File: src/rtl/scpad_dram_req_arbiter.sv
// ---------------------------------------------------------------------------
// scpad_dram_req_arbiter
//
// Shares the single scratchpad-to-DRAM request queue between NUM_REQ backend
// requesters. One burst descriptor is accepted at a time. It is expanded into
// one queue write per beat, each carrying a beat index (sub_id) and a
// BEAT_BYTES-incrementing address. The grant is held until the queue reports
// burst_complete, after which arbitration resumes.
//
// Arbitration:
//   default                  : round-robin starting at rr_ptr
//   SCPAD_ARB_FIXED_PRIO_EN  : lowest-index requester wins, rr_ptr held at 0
//
// Ports:
//   CLK, RST            clock, synchronous active-high reset
//   req_valid[i]        requester i presents a descriptor
//   req_write[i]        1 = DRAM write (scpad store)
//   req_addr[i]         burst base byte address (ADDR_W slice i)
//   req_id[i]           transaction id (ID_W slice i)
//   req_num_request[i]  beats-1 (3-bit slice i)
//   req_ready           one-hot accept pulse, descriptor latched on this edge
//   req_done            one-hot pulse when the granted burst completes
//   q_valid             beat presented to the request queue
//   q_sched_write       latched write flag
//   q_dram_addr         base + sub_id*BEAT_BYTES (wraps at 2^ADDR_W)
//   q_id                latched id
//   q_sub_id            beat index 0..num_request
//   q_num_request       latched beats-1
//   dram_queue_full     queue cannot take a beat this cycle
//   burst_complete      queue finished the current burst
//   busy                arbiter not idle
// ---------------------------------------------------------------------------
module scpad_dram_req_arbiter #(
   parameter int unsigned NUM_REQ    = 2,
   parameter int unsigned ADDR_W     = 32,
   parameter int unsigned ID_W       = 4,
   parameter int unsigned BEAT_BYTES = 32
) (
   input  logic                      CLK,
   input  logic                      RST,
   input  logic [NUM_REQ-1:0]        req_valid,
   input  logic [NUM_REQ-1:0]        req_write,
   input  logic [NUM_REQ*ADDR_W-1:0] req_addr,
   input  logic [NUM_REQ*ID_W-1:0]   req_id,
   input  logic [NUM_REQ*3-1:0]      req_num_request,
   output logic [NUM_REQ-1:0]        req_ready,
   output logic [NUM_REQ-1:0]        req_done,
   output logic                      q_valid,
   output logic                      q_sched_write,
   output logic [ADDR_W-1:0]         q_dram_addr,
   output logic [ID_W-1:0]           q_id,
   output logic [2:0]                q_sub_id,
   output logic [2:0]                q_num_request,
   input  logic                      dram_queue_full,
   input  logic                      burst_complete,
   output logic                      busy
);

   localparam int unsigned PTR_W = (NUM_REQ > 1) ? $clog2(NUM_REQ) : 1;

   typedef enum logic [1:0] {
      ST_IDLE      = 2'd0,
      ST_ISSUE     = 2'd1,
      ST_WAIT_CMPL = 2'd2
   } state_e;

   // Registered state
   state_e              state_q,    state_d;
   logic [PTR_W-1:0]    rr_ptr_q,   rr_ptr_d;
   logic [NUM_REQ-1:0]  grant_oh_q, grant_oh_d;
   logic                write_q,    write_d;
   logic [ADDR_W-1:0]   addr_q,     addr_d;
   logic [ID_W-1:0]     id_q,       id_d;
   logic [2:0]          sub_id_q,   sub_id_d;
   logic [2:0]          nr_q,       nr_d;

   // Arbitration result for the current cycle
   logic                sel_found;
   logic [NUM_REQ-1:0]  sel_oh;
   logic [PTR_W-1:0]    sel_next_ptr;
   logic                sel_write;
   logic [ADDR_W-1:0]   sel_addr;
   logic [ID_W-1:0]     sel_id;
   logic [2:0]          sel_nr;

   // Two passes give the wrapping search: the first only considers indices
   // at or above rr_ptr, the second (reached only if the first found nothing)
   // considers all indices from 0. With rr_ptr held at 0 this degenerates to
   // fixed lowest-index priority.
   always_comb begin
      sel_found    = 1'b0;
      sel_oh       = '0;
      sel_next_ptr = '0;
      sel_write    = 1'b0;
      sel_addr     = '0;
      sel_id       = '0;
      sel_nr       = '0;
      for (int unsigned pass = 0; pass < 2; pass++) begin
         for (int unsigned j = 0; j < NUM_REQ; j++) begin
            if (!sel_found && req_valid[j] &&
                ((pass == 1) || (j >= 32'(rr_ptr_q)))) begin
               sel_found    = 1'b1;
               sel_oh[j]    = 1'b1;
               sel_next_ptr = PTR_W'((j + 1) % NUM_REQ);
               sel_write    = req_write[j];
               sel_addr     = req_addr[j*ADDR_W +: ADDR_W];
               sel_id       = req_id[j*ID_W +: ID_W];
               sel_nr       = req_num_request[j*3 +: 3];
            end
         end
      end
   end

   // Next-state logic
   always_comb begin
      state_d    = state_q;
      rr_ptr_d   = rr_ptr_q;
      grant_oh_d = grant_oh_q;
      write_d    = write_q;
      addr_d     = addr_q;
      id_d       = id_q;
      sub_id_d   = sub_id_q;
      nr_d       = nr_q;

      unique case (state_q)
         ST_IDLE: begin
            if (sel_found) begin
               grant_oh_d = sel_oh;
               write_d    = sel_write;
               addr_d     = sel_addr;
               id_d       = sel_id;
               nr_d       = sel_nr;
               sub_id_d   = '0;
`ifdef SCPAD_ARB_FIXED_PRIO_EN
               rr_ptr_d   = '0;
`else
               rr_ptr_d   = sel_next_ptr;
`endif
               state_d    = ST_ISSUE;
            end
         end

         ST_ISSUE: begin
            // Beat accepted on this edge. The last beat leaves sub_id/addr
            // on the final beat so the q_* fields stay meaningful afterwards.
            if (!dram_queue_full) begin
               if (sub_id_q == nr_q) begin
                  state_d = ST_WAIT_CMPL;
               end else begin
                  sub_id_d = sub_id_q + 3'd1;
                  addr_d   = addr_q + ADDR_W'(BEAT_BYTES);
               end
            end
         end

         ST_WAIT_CMPL: begin
            if (burst_complete) begin
               state_d = ST_IDLE;
            end
         end

         default: begin
            state_d = ST_IDLE;
         end
      endcase
   end

   always_ff @(posedge CLK) begin
      if (RST) begin
         state_q    <= ST_IDLE;
         rr_ptr_q   <= '0;
         grant_oh_q <= '0;
         write_q    <= 1'b0;
         addr_q     <= '0;
         id_q       <= '0;
         sub_id_q   <= '0;
         nr_q       <= '0;
      end else begin
         state_q    <= state_d;
         rr_ptr_q   <= rr_ptr_d;
         grant_oh_q <= grant_oh_d;
         write_q    <= write_d;
         addr_q     <= addr_d;
         id_q       <= id_d;
         sub_id_q   <= sub_id_d;
         nr_q       <= nr_d;
      end
   end

   // Handshake pulses are gated by RST so that nothing is accepted or
   // reported complete while a burst is being abandoned.
   always_comb begin
      req_ready = '0;
      req_done  = '0;
      if (!RST && (state_q == ST_IDLE) && sel_found) begin
         req_ready = sel_oh;
      end
      if (!RST && (state_q == ST_WAIT_CMPL) && burst_complete) begin
         req_done = grant_oh_q;
      end
   end

   assign q_valid       = (state_q == ST_ISSUE);
   assign busy          = (state_q != ST_IDLE);
   assign q_sched_write = write_q;
   assign q_dram_addr   = addr_q;
   assign q_id          = id_q;
   assign q_sub_id      = sub_id_q;
   assign q_num_request = nr_q;

endmodule

File: config.mk
export PLATFORM = sky130hd
export DESIGN_NAME = scpad_dram_req_arbiter
export DESIGN_NICKNAME = d
export VERILOG_FILES = /design/src/rtl/scpad_dram_req_arbiter.sv
export SDC_FILE = /design/constraint.sdc
export NUM_CORES = 1
export LEC_CHECK = 0
export CAP_MARGIN = 20
export CORE_MARGIN = 2
export CORE_UTILIZATION = 42
export DETAILED_ROUTE_END_ITERATION = 6
export PLACE_DENSITY = 0.84
export SLEW_MARGIN = 20
export SYNTH_ARGS = -nofsm -noshare
export SYNTH_HDL_FRONTEND = slang
export SYNTH_SLANG_ARGS = --single-unit
export TNS_END_PERCENT = 5
File: constraint.sdc
create_clock -name CLK -period 1.9 [get_ports CLK]
set_clock_uncertainty 0.05 [all_clocks]
set_input_delay 0.19 -clock CLK [delete_from_list [all_inputs] [get_ports CLK]]
set_output_delay 0.19 -clock CLK [all_outputs]
set_load 0.005 [all_outputs]
==> results.yml <==
setup_path:
  crit_chain: "nand4_4 > nor3_1 > buf_4 > nand4_1 > mux2i_1 > o32ai_1"
  path_max_fanout: 11
  rr_startpoint: "q_dram_addr[10]$_SDFFE_PP0P_"
  critical-path-max-stage-delay_ps: 460
  cp.required_ps: 2030
  reg2reg_depth: 6
  start_kind: "flop"
  r2r_slack_ps: 90
  crit_slowest_cell: "dfxtp_1"
  end_kind: "flop"
  cp.arrival_ps: 1940
  crit_type: "flop to flop"
  r2r_end: "q_dram_addr[30]$_SDFFE_PP0P_"
grt:
  grt_pass1_wl_mm: 16.60
  grt.busiest_layer: "met2"
  grt_overflow: 0
  use_met1_pct: 33.41
  gr-usage-met3_pct: 6.952
  use_met2_pct: 46.43
  grt_max_degree: 27
  grt_pass1_vias: 3546
  antenna_found_initial: 0
  grtUsageTotal_pct: 27.40
drt:
  via_count: 3649
  viasPerCell: 6.143
  first_iter_violations: 377
  drtAntennaViolNets: 0
  drc: 0
  drtPass1Iterations: 5
  routed_wirelength_mm: 10.59
  wl_per_cell_um: 17.83
logic_synthesis:
  synth_top_area_cell: "dfxtp_1"
  syn_inst: 351
  synth_top_area_share_pct: 33.38
  synth.avg_cell_area_um2: 8.202
  synth_area_leaders: "dfxtp_1 33%, a21oi_1 5.7%, a221o_1 4.9%"
  synth_seq_area_share_pct: 33.38
  async_flop_share_pct: 0
  synthesis.nets: 439
  ys_types: 58
  ys_seq_elements: 48
  ys.warnings.count: 0
  synth_area_mm2: 0.002879
  synth_edf_count: 0
  ys.flop_type: "dfxtp_1"
worst_hold_path:
  hp-start: "grant_oh_q[0]$_SDFFE_PP0P_"
  whs_path_depth: 2
  hold_end: "grant_oh_q[0]$_SDFFE_PP0P_"
  worstHoldPathType: "flop to flop"
layout:
  design_area_mm2: 0.004766
  synthToLayoutAreaGrowth_pct: 65.54
  instances_no_fill: 594
  fillers: 506
  antenna_cells: 0
  drive_gt1_share_pct: 16.93
  final_nets: 601
sta:
  hold_viol_final: 0
  slew_headroom_pct: 70.85
  setup_viol: 0
  fin_crit_sh_pct: 95.38
  whs_ps: 413.4
  tightest_slew_ps: 436.7
  worst_slack_ps: 87.86
  finalMaxSlewViolations: 0
  fin_crit_ps: 1812
  max_freq_mhz: 551.8
power:
  p_total_w: 0.003509
  vdd_drop_max_uv: 514.1
  power.density_mw_per_mm2: 736.3
  p_leak_nw: 1.867
placement:
  placed_cell_area_mm2: 0.004572
  place.gp.congestion: 0.9148
  portBuffers: 134
  dpl.hpwl_mm: 7.759
  placed_cells: 584
  dp_slack_ps: -194.6
floorplan:
  core_area_mm2: 0.006719
  start_util_pct: 42.85
  fp.dieW_um: 86.80
  die_h_um: 86.80
  dieArea_mm2: 0.007533
  rows: 30
  ioPinCount: 135
cts:
  clk_pin_slew_ps: 90
  clk_latency_ps: 300
  clock-sinks: 48
  numCtsBuffers: 5
  htreeDepth: 2
  cts-root-buf: "clkbuf_8"
  cts_tree: "yes"
  cts_buffer_depth: 2
flow_run:
  max_cap_violations: 0
status:
  status: "complete, no violations"
==> final cells by class <==
type                       instances  area, um^2  share of cell area (%)
multi-input combinational        259        1807                   37.91
timing repair buffer             184        1747                   36.65
sequential                        48       962.2                   20.19
tap                               80       100.1                   2.100
clock buffer                       7       86.33                   1.811
inverter                          15       56.30                   1.181
clock inverter                     1       7.507                  0.1575
==> sequential cells by signal, indices dropped and copies added (netlist names) <==
name / count
grant_oh_q: 2
q_dram_addr: 32
q_id: 4
q_num_request: 3
q_sched_write: 1
q_sub_id: 3
rr_ptr_q: 1
state_q: 2
==> critical path, delay by kind of cell (launching register included) <==
family,cells,cell delay (ps)
AOI/OAI and AO/OA,1,110
buffers and inverters,1,220
DFF,1,460
muxes,1,260
and+or+nand+nor,3,590
==> power breakdown <==
group | internal, W | switching [W]
registers | 0.00115 | 0.000143
clock network | 0.000297 | 0.000357
logic | 0.000854 | 0.000708
total | 0.00230 | 0.00121
==> per-layer routing <==
layer,routed length (um),vias to the layer above,part of all wire (%)
met3,918,22,8.7
met5,0,-,0
met2,5308,221,50
li1,-,1694,-
met4,181,0,1.7
met1,4182,1712,39
==> how the worst max path moves through the flow <==
| stage | from | slack (ps) | to |
|---|---|---|---|
| 2_1_floorplan | q_dram_addr[5]$_SDFFE_PP0P_ | 190 | q_dram_addr[23]$_SDFFE_PP0P_ |
| 3_3_place_gp | req_valid[1] | -110 | req_ready[1] |
| 3_5_place_dp | req_valid[1] | -190 | q_dram_addr[30]$_SDFFE_PP0P_ |
| 4_1_cts | q_dram_addr[9]$_SDFFE_PP0P_ | 20 | q_dram_addr[22]$_SDFFE_PP0P_ |
| 5_1_grt | q_dram_addr[17]$_SDFFE_PP0P_ | -20 | q_dram_addr[29]$_SDFFE_PP0P_ |
| 6_report | q_dram_addr[10]$_SDFFE_PP0P_ | 90 | q_dram_addr[30]$_SDFFE_PP0P_ |
==> kinds of logic (layout without fill, tap and decap cells) <==
group           count (synthesis)  count (layout)  synth area share [%]
compound gates                129             129                 34.55
simple gates                  121             121                 21.95
flops                          48              48                 33.38
buf+inv                        44             207                 7.040
xor+xnor                        5               5                 1.521
fa+ha+maj                       2               2                0.8690
mux                             2               2                0.6954
==> metrics by stage <==
stage / setup TNS (ps) / util, %
after floorplan: 0 / -
after global placement: -1554 / 68.04
after detailed placement: -4699 / 68.04
after CTS: 0 / 69.66
after global routing: -30.72 / 70.93
final: 0 / 70.93
==> timing repair <==
action,CTS,global route
resized for setup,13,14
hold endpoints to repair,0,0
setup endpoints to repair,5,12
setup buffers,0,2
pin swaps,0,4
hold buffers,0,0
==> Yosys cell counts, types with 4 or more instances <==
| library cell | number |
|---|---|
| dfxtp_1 | 48 |
| a21oi_1 | 33 |
| nor2_1 | 24 |
| nor3_1 | 23 |
| nand2_1 | 21 |
| buf_2 | 18 |
| inv_1 | 15 |
| a221o_1 | 14 |
| nand3_1 | 14 |
| o21ai_0 | 14 |
| a221oi_1 | 11 |
| a222oi_1 | 9 |
| clkbuf_1 | 8 |
| nand4_1 | 8 |
| and3_1 | 7 |
| a32oi_1 | 5 |
| a22oi_1 | 4 |
| and2_1 | 4 |
| nand2b_1 | 4 |
| o211ai_1 | 4 |
==> cell usage in the layout (no fill, tap or decap), types with 3 or more instances in the layout <==
cell type,count
clkdlybuf4s50_1,128
nor2_1,23
a221oi_1,11
dfxtp_1,47
xnor2_2,3
a22oi_1,4
nor4_1,3
a31oi_1,3
o21ai_0,14
nand2b_1,3
a222oi_1,9
inv_1,14
clkbuf_8,6
buf_12,3
a32oi_1,5
nor3_1,23
and3_1,6
o211ai_1,4
nand2_1,20
a41o_1,3
nand3_1,13
buf_4,47
dlygate4sd2_1,6
a21o_1,3
a221o_1,14
a21oi_1,33
a41oi_1,3
nand4_1,8
No activity file was read; power rests on OpenSTA's default activity.
